===== config.mk =====
export PLATFORM = sky130hd
export DESIGN_NAME = nexys_starship_spawn_sched
export DESIGN_NICKNAME = d
export VERILOG_FILES = /design/src/rtl/nexys_starship_spawn_sched_pkg.sv /design/src/rtl/nexys_starship_rr_arb4.sv /design/src/rtl/nexys_starship_spawn_sched.sv
export SDC_FILE = /design/constraint.sdc
export NUM_CORES = 1
export LEC_CHECK = 0
export BUFFER_PORTS_ARGS = -buffer_cell sky130_fd_sc_hd__buf_4
export CAP_MARGIN = 10
export CORE_ASPECT_RATIO = 1.5
export CORE_MARGIN = 2
export CORE_UTILIZATION = 41
export CTS_BUF_LIST = sky130_fd_sc_hd__clkbuf_4 sky130_fd_sc_hd__clkbuf_8
export DETAILED_ROUTE_END_ITERATION = 10
export GPL_ROUTABILITY_DRIVEN = 0
export GPL_TIMING_DRIVEN = 1
export PLACE_DENSITY = 0.58
export SLEW_MARGIN = 10
export SYNTH_ARGS = -nofsm -noshare
export SYNTH_HDL_FRONTEND = slang
export SYNTH_SLANG_ARGS = --single-unit

===== constraint.sdc =====
create_clock -name Clk -period 3.25 [get_ports Clk]
set_input_delay 0.65 -clock Clk [delete_from_list [all_inputs] [get_ports Clk]]
set_output_delay 0.65 -clock Clk [all_outputs]
set_load 0.005 [all_outputs]

===== src/rtl/nexys_starship_spawn_sched_pkg.sv =====
`default_nettype none
// ============================================================================
//  Module   : nexys_starship_spawn_sched_pkg
//  Purpose  : Shared definitions for the Nexys Starship spawn scheduler:
//             direction indices, scheduler state encoding and small helpers
//             for moving between port bit order and direction-index order.
//  Ports    : none (package)
//  Revision : 1.0  initial release
// ============================================================================
package nexys_starship_spawn_sched_pkg;

   // Direction indices. Round-robin order walks these 0 -> 3 and wraps.
   localparam int DIR_TOP   = 0;
   localparam int DIR_BTM   = 1;
   localparam int DIR_LEFT  = 2;
   localparam int DIR_RIGHT = 3;

   typedef enum logic [1:0] {
      S_IDLE  = 2'd0,
      S_GRACE = 2'd1,
      S_RUN   = 2'd2
   } sched_state_t;

   // Port vectors are packed {top,btm,left,right}, i.e. top is bit 3, while
   // the arbiter works in direction-index order (top = index 0). This swap
   // is its own inverse, so it converts in both directions.
   function automatic logic [3:0] swap_order(input logic [3:0] v);
      logic [3:0] r;
      r            = '0;
      r[DIR_TOP]   = v[3];
      r[DIR_BTM]   = v[2];
      r[DIR_LEFT]  = v[1];
      r[DIR_RIGHT] = v[0];
      return r;
   endfunction

   // Index of the set bit in a one-hot vector (0 when empty).
   function automatic logic [1:0] onehot_idx(input logic [3:0] oh);
      logic [1:0] r;
      r = 2'd0;
      for (int k = 0; k < 4; k++) begin
         if (oh[k]) r = 2'(k);
      end
      return r;
   endfunction

   function automatic logic [2:0] popcount4(input logic [3:0] v);
      return 3'(v[0]) + 3'(v[1]) + 3'(v[2]) + 3'(v[3]);
   endfunction

endpackage
`default_nettype wire


===== src/rtl/nexys_starship_rr_arb4.sv =====
`default_nettype none
// ============================================================================
//  Module   : nexys_starship_rr_arb4
//  Purpose  : Combinational 4-way round-robin pick. Searches req starting at
//             index ptr, wrapping 3 -> 0, and grants the first set bit.
//  Ports    : req [3:0]  request vector (direction-index order)
//             ptr [1:0]  index that has highest priority this pick
//             gnt [3:0]  one-hot grant (zero when no request)
//             any        at least one request present
//  Revision : 1.0  initial release
// ============================================================================
module nexys_starship_rr_arb4 (
   input  logic [3:0] req,
   input  logic [1:0] ptr,
   output logic [3:0] gnt,
   output logic       any
);

   logic [1:0] idx;

   always_comb begin
      gnt = '0;
      idx = '0;
      for (int k = 0; k < 4; k++) begin
         idx = ptr + 2'(k);
         if (req[idx] && (gnt == 4'b0000)) begin
            gnt[idx] = 1'b1;
         end
      end
      any = |req;
   end

endmodule
`default_nettype wire


===== src/rtl/nexys_starship_spawn_sched.sv =====
`default_nettype none
// ============================================================================
//  Module   : nexys_starship_spawn_sched
//  Purpose  : Monster-spawn scheduler. Latches per-direction PRNG spawn flags
//             as pending requests and grants at most one spawn per game tick
//             using round-robin arbitration, a post-grant cooldown and a cap
//             on simultaneously occupied directions.
//  Ports    : Clk               system clock
//             Reset             asynchronous active-high reset
//             tick              1-cycle game-rate strobe
//             game_active       game running; low aborts and clears
//             rand_req    [3:0] {top,btm,left,right} PRNG spawn flags
//             slot_clear  [3:0] per-direction monster gone, 1-cycle pulse
//             spawn       [3:0] one-hot 1-cycle spawn pulse
//             occupied    [3:0] direction currently holds a monster
//             active_count[2:0] popcount(occupied)
//             spawn_total [7:0] saturating grant counter
//  Config   : NEXYS_STARSHIP_SPAWN_RAMP_EN - when defined, the cooldown
//             reload shrinks by one every RAMP_SPAWNS grants down to
//             MIN_COOLDOWN, and returns to COOLDOWN_TICKS on game abort.
//  Revision : 1.0  initial release
// ============================================================================
module nexys_starship_spawn_sched
   import nexys_starship_spawn_sched_pkg::*;
#(
   parameter int MAX_ACTIVE     = 3,
   parameter int COOLDOWN_TICKS = 4,
   parameter int GRACE_TICKS    = 8
`ifdef NEXYS_STARSHIP_SPAWN_RAMP_EN
   ,
   parameter int MIN_COOLDOWN   = 1,
   parameter int RAMP_SPAWNS    = 8
`endif
) (
   input  logic       Clk,
   input  logic       Reset,
   input  logic       tick,
   input  logic       game_active,
   input  logic [3:0] rand_req,
   input  logic [3:0] slot_clear,
   output logic [3:0] spawn,
   output logic [3:0] occupied,
   output logic [2:0] active_count,
   output logic [7:0] spawn_total
);

   sched_state_t state;
   sched_state_t state_nxt;

   logic [7:0] grace_cnt;
   logic [3:0] pend;
   logic [3:0] occ;
   logic [3:0] spawn_q;
   logic [3:0] cooldown;
   logic [1:0] rr_ptr;
   logic [7:0] total;
   logic [3:0] reload;

   logic [3:0] elig_dir;
   logic [3:0] gnt_dir;
   logic       any_elig;
   logic       run_tick;
   logic       grant;
   logic [3:0] grant_vec;

   // ------------------------------------------------------------------
   // Arbitration
   // ------------------------------------------------------------------
   assign elig_dir = swap_order(pend & ~occ);

   nexys_starship_rr_arb4 u_arb (
      .req (elig_dir),
      .ptr (rr_ptr),
      .gnt (gnt_dir),
      .any (any_elig)
   );

   // The tick that ends the grace period is already the first run tick,
   // so a request waiting through GRACE_TICKS ticks is granted on the next.
   assign run_tick = tick && game_active &&
                     ((state == S_RUN) || ((state == S_GRACE) && (grace_cnt == 8'd0)));

   assign grant = run_tick && (cooldown == 4'd0) &&
                  (popcount4(occ) < 3'(MAX_ACTIVE)) && any_elig;

   assign grant_vec = grant ? swap_order(gnt_dir) : 4'b0000;

   // ------------------------------------------------------------------
   // State machine
   // ------------------------------------------------------------------
   always_ff @(posedge Clk or posedge Reset) begin
      if (Reset) begin
         state <= S_IDLE;
      end else begin
         state <= state_nxt;
      end
   end

   always_comb begin
      state_nxt = state;
      if (!game_active) begin
         state_nxt = S_IDLE;
      end else begin
         case (state)
            S_IDLE:  state_nxt = S_GRACE;
            S_GRACE: if (tick && (grace_cnt == 8'd0)) state_nxt = S_RUN;
            S_RUN:   state_nxt = S_RUN;
            default: state_nxt = S_IDLE;
         endcase
      end
   end

   always_ff @(posedge Clk or posedge Reset) begin
      if (Reset) begin
         grace_cnt <= '0;
      end else if (game_active) begin
         if (state == S_IDLE) begin
            grace_cnt <= 8'(GRACE_TICKS);
         end else if ((state == S_GRACE) && tick && (grace_cnt != 8'd0)) begin
            grace_cnt <= grace_cnt - 8'd1;
         end
      end
   end

   // ------------------------------------------------------------------
   // Requests, occupancy, cooldown and grant bookkeeping
   // ------------------------------------------------------------------
   always_ff @(posedge Clk or posedge Reset) begin
      if (Reset) begin
         pend     <= '0;
         occ      <= '0;
         spawn_q  <= '0;
         cooldown <= '0;
         rr_ptr   <= '0;
         total    <= '0;
      end else if (!game_active) begin
         // Abort: rr_ptr and total survive across games.
         pend     <= '0;
         occ      <= '0;
         spawn_q  <= '0;
         cooldown <= '0;
      end else begin
         spawn_q <= grant_vec;
         // The winner is always unoccupied, so a clear can never hit it.
         occ     <= (occ & ~slot_clear) | grant_vec;
         if (state != S_IDLE) begin
            pend <= (pend | (rand_req & ~occ)) & ~grant_vec;
         end
         if (grant) begin
            rr_ptr   <= onehot_idx(gnt_dir) + 2'd1;
            cooldown <= reload;
            if (total != 8'hFF) total <= total + 8'd1;
         end else if (tick && (cooldown != 4'd0)) begin
            cooldown <= cooldown - 4'd1;
         end
      end
   end

`ifdef NEXYS_STARSHIP_SPAWN_RAMP_EN
   logic [7:0] ramp_cnt;

   always_ff @(posedge Clk or posedge Reset) begin
      if (Reset) begin
         reload   <= 4'(COOLDOWN_TICKS);
         ramp_cnt <= '0;
      end else if (!game_active) begin
         reload   <= 4'(COOLDOWN_TICKS);
         ramp_cnt <= '0;
      end else if (grant) begin
         // The grant above loads the current reload; the shrink applies
         // from the following grant onward.
         if (ramp_cnt == 8'(RAMP_SPAWNS - 1)) begin
            ramp_cnt <= '0;
            if (reload > 4'(MIN_COOLDOWN)) reload <= reload - 4'd1;
         end else begin
            ramp_cnt <= ramp_cnt + 8'd1;
         end
      end
   end
`else
   assign reload = 4'(COOLDOWN_TICKS);
`endif

   // ------------------------------------------------------------------
   // Outputs: an abort hides the pulse and occupancy in the same cycle.
   // ------------------------------------------------------------------
   assign spawn        = spawn_q & {4{game_active}};
   assign occupied     = occ & {4{game_active}};
   assign active_count = popcount4(occupied);
   assign spawn_total  = total;

endmodule
`default_nettype wire


==> run_results.csv <==
group,metric,value,unit
status,outcome,"completed",
critical_path,reg2reg_to,"spawn_total[1]$_DFFE_PP0P_",
sta,rsz0062_at_grt,"false",
logic_synthesis,synth_cell_types,52,
cts,holdBufCountCts,0,
logic_synthesis,synthFlopType,"dfrtp_1",
pwr,ir_drop,0.0004065,V
logic_synthesis,yosys_warnings,0,
grt,overflow,0,
job,cap_violations,0,
grt,grt_first_pass_wirelength,9183,um
cells_and_area,area_growth,18.53,%
sta,finalSetupViolCount,0,
critical_path,startpoint_type,"flip-flop",
grt,antenna_found_initial,0,
sta,hold_viol,0,
sta,fmax,0.3387,GHz
die,die-area,0.006468,mm2
critical_path,arrival,3120,ps
grt,grt_pass1_vias,1968,
pwr,p_leak,0.001377,uW
critical_path,r2r_slack,300,ps
sta,worstMarginPinSlew,537.3,ps
cts,cts_sinks,36,
sta,slew_headroom,64.05,%
detailed_routing,wire_per_inst,15.44,um
logic_synthesis,synth_area,0.002390,mm2
cts,cts_root_buf,"clkbuf_8",
cells_and_area,antennaDiodeCount,0,
placement,io_buffer_count,30,
grt,grt_use_total,18.35,%
sta,setup_tns,0,ps
detailed_routing,routed_wl,5389,um
sta,slew_viol_final,0,
die,core_area,0.005700,mm2
grt,grt_max_degree,37,
cells_and_area,final_common_cell,"dfrtp_1",
sta,fin_crit_sh,90.85,%
detailed_routing,firstDrtPassIters,4,
cts,clk_pin_slew,70,ps
logic_synthesis,ys_seq_elements,36,
die,fp.dieW,66.34,um
sta,finalClockSkew,3.258,ps
die,pin_count,31,
die,core.rowCount,34,
die,initial_core_util,41.92,%
detailed_routing,drt_iter0_drc,52,
detailed_routing,drc,0,
critical_path,critical_path.endpoint,"spawn_total[1]$_DFFE_PP0P_",
critical_path,path_max_fanout,8,
cts,numCtsBuffers,5,
critical_path,required,3410,ps
cts,cts.path.max_buffers,2,
cells_and_area,fin_nets,310,
cts,cts_tree,"built",
logic_synthesis,syn_area_per_cell,9.957,um2
critical_path,critPathKind,"reg2reg",
detailed_routing,num_vias,1861,
sta,fin_crit,2953,ps
critical_path,r2r-start,"occ[1]$_DFF_PP0_",
logic_synthesis,syn_nets,273,
critical_path,startpoint,"occ[1]$_DFF_PP0_",
detailed_routing,viasPerCell,5.332,
cells_and_area,drive_gt1_share,22.02,%
critical_path,setup.worst_path.end_class,"flip-flop",
pwr,total_power,1983,uW
die,die_y,97.51,um
detailed_routing,antenna_left,0,
logic_synthesis,synthArstFlopShare,100.0,%
logic_synthesis,synth_edf_count,0,
placement,hpwl,4245,um
cts,h-tree-depth,2,
worst_hold_path,hp-class,"in2async",
pwr,power_density,700.0,mW/mm2
logic_synthesis,syn_inst,240,
critical_path,r2r_cells,10,
logic_synthesis,seq_area_frac_synth,37.70,%
cts,clock_latency,280,ps
cells_and_area,mostFrequentLayoutCells,"36 x dfrtp_1, 35 x buf_4, 25 x nor2_1",
-- per-stage QoR --
step / setup slack [ps] / cell area (um2) / cells / hold WS, ps / utilization [%]
2_1_floorplan: 269.7 / 2390 / 240 / 480.2 / -
3_3_place_gp: 120.5 / 2716 / 341 / 481.5 / 47.65
3_5_place_dp: 74.47 / 2716 / 341 / 490.8 / 47.65
4_1_cts: 69.77 / 2813 / 348 / 488.7 / 49.34
5_1_grt: 104.7 / 2833 / 349 / 534.5 / 49.69
6_report: 297.4 / 2833 / 349 / 469.2 / 49.69
-- critical path, cell delays in order, from the launching register on --
cell	delay, ps
dfrtp_1	390
inv_1	70
fa_1	510
inv_1	40
ha_1	170
ha_1	260
nand2_1	60
nand4_1	100
or4_4	600
a31oi_4	290
mux2_1	350
-- sequential cells by signal (all words and copies together) (netlist names) --
signal and flops:
pend 4, cooldown 4, occ 4, spawn_q 4, spawn_total 8, rr_ptr 2
state 2, grace_cnt 8
-- report_power, final --
| group | switching [uW] | total [uW] | leakage, uW | internal (uW) |
|---|---|---|---|---|
| Combinational | 595 | 1030 | 0.000839 | 432 |
| Clock | 147 | 335 | 0.0000503 | 189 |
| Sequential | 85.8 | 620 | 0.000487 | 535 |
| Total | 828 | 1980 | 0.00138 | 1160 |
-- per-layer routing --
metal  wire, um  global-route usage (%)  up-vias
li1           -                       -      914
met1       2068                   19.13      907
met2       3025                   35.00       27
met3        137                   3.013       13
met4        159                   6.750        0
met5          0                       0        -
-- cell usage after synthesis (3+ instances only) --
cell type	number	area [um2]
a21oi_1	4	20.02
a31oi_2	3	37.54
and2_1	5	31.28
clkbuf_1	5	18.77
dfrtp_1	36	900.9
ha_1	19	237.7
inv_1	21	78.83
mux4_2	4	90.09
nand2_1	16	60.06
nand2b_1	7	43.79
nand3_1	5	25.02
nand4_1	7	43.79
nor2_1	25	93.84
nor2b_1	6	37.54
nor3_1	3	15.01
nor3b_1	5	37.54
o21ai_0	3	15.01
o221a_1	4	45.04
o22ai_1	5	31.28
or2_2	4	25.02
xnor2_1	9	78.83
xor2_1	7	61.31
-- worst min-delay path by stage --
stage	startpoint	to	slack [ps]	cells past startpoint
after global routing	Reset	grace_cnt[3]$_DFFE_PP0P_	530	3
final	Reset	grace_cnt[7]$_DFFE_PP0P_	470	3
after global placement	spawn_total[6]$_DFFE_PP0P_	spawn_total[6]$_DFFE_PP0P_	480	1
after detailed placement	spawn_total[6]$_DFFE_PP0P_	spawn_total[6]$_DFFE_PP0P_	490	1
after floorplan	cooldown[1]$_DFFE_PP0P_	cooldown[1]$_DFFE_PP0P_	480	2
after CTS	Reset	spawn_total[2]$_DFFE_PP0P_	490	3
-- area by class of cell --
cell class	count	area (um2)
clock buffer	7	96.34
sequential	36	900.9
timing repair buffer	35	262.8
inverter	22	82.58
tap	72	90.09
multi-input combinational	177	1400
fill	569	2868
-- cell families (layout without fill, tap and decap cells) --
kind of cell	after synthesis	in the layout	synth area share, %
AND/OR/NAND/NOR	93	93	20.26
AO/OA/AOI/OAI	39	39	14.14
flip-flops	36	36	37.70
buffers and inverters	27	64	4.241
adder cells (fa/ha/maj)	21	21	11.62
XOR/XNOR	16	16	5.864
multiplexers	8	8	6.178
-- timing repair --
action	4_1_cts	5_1_grt
setup buffers	0	1
setup endpoints to repair	0	7
resized for setup	0	2
Note: power is estimated with default switching activity, not from simulation.
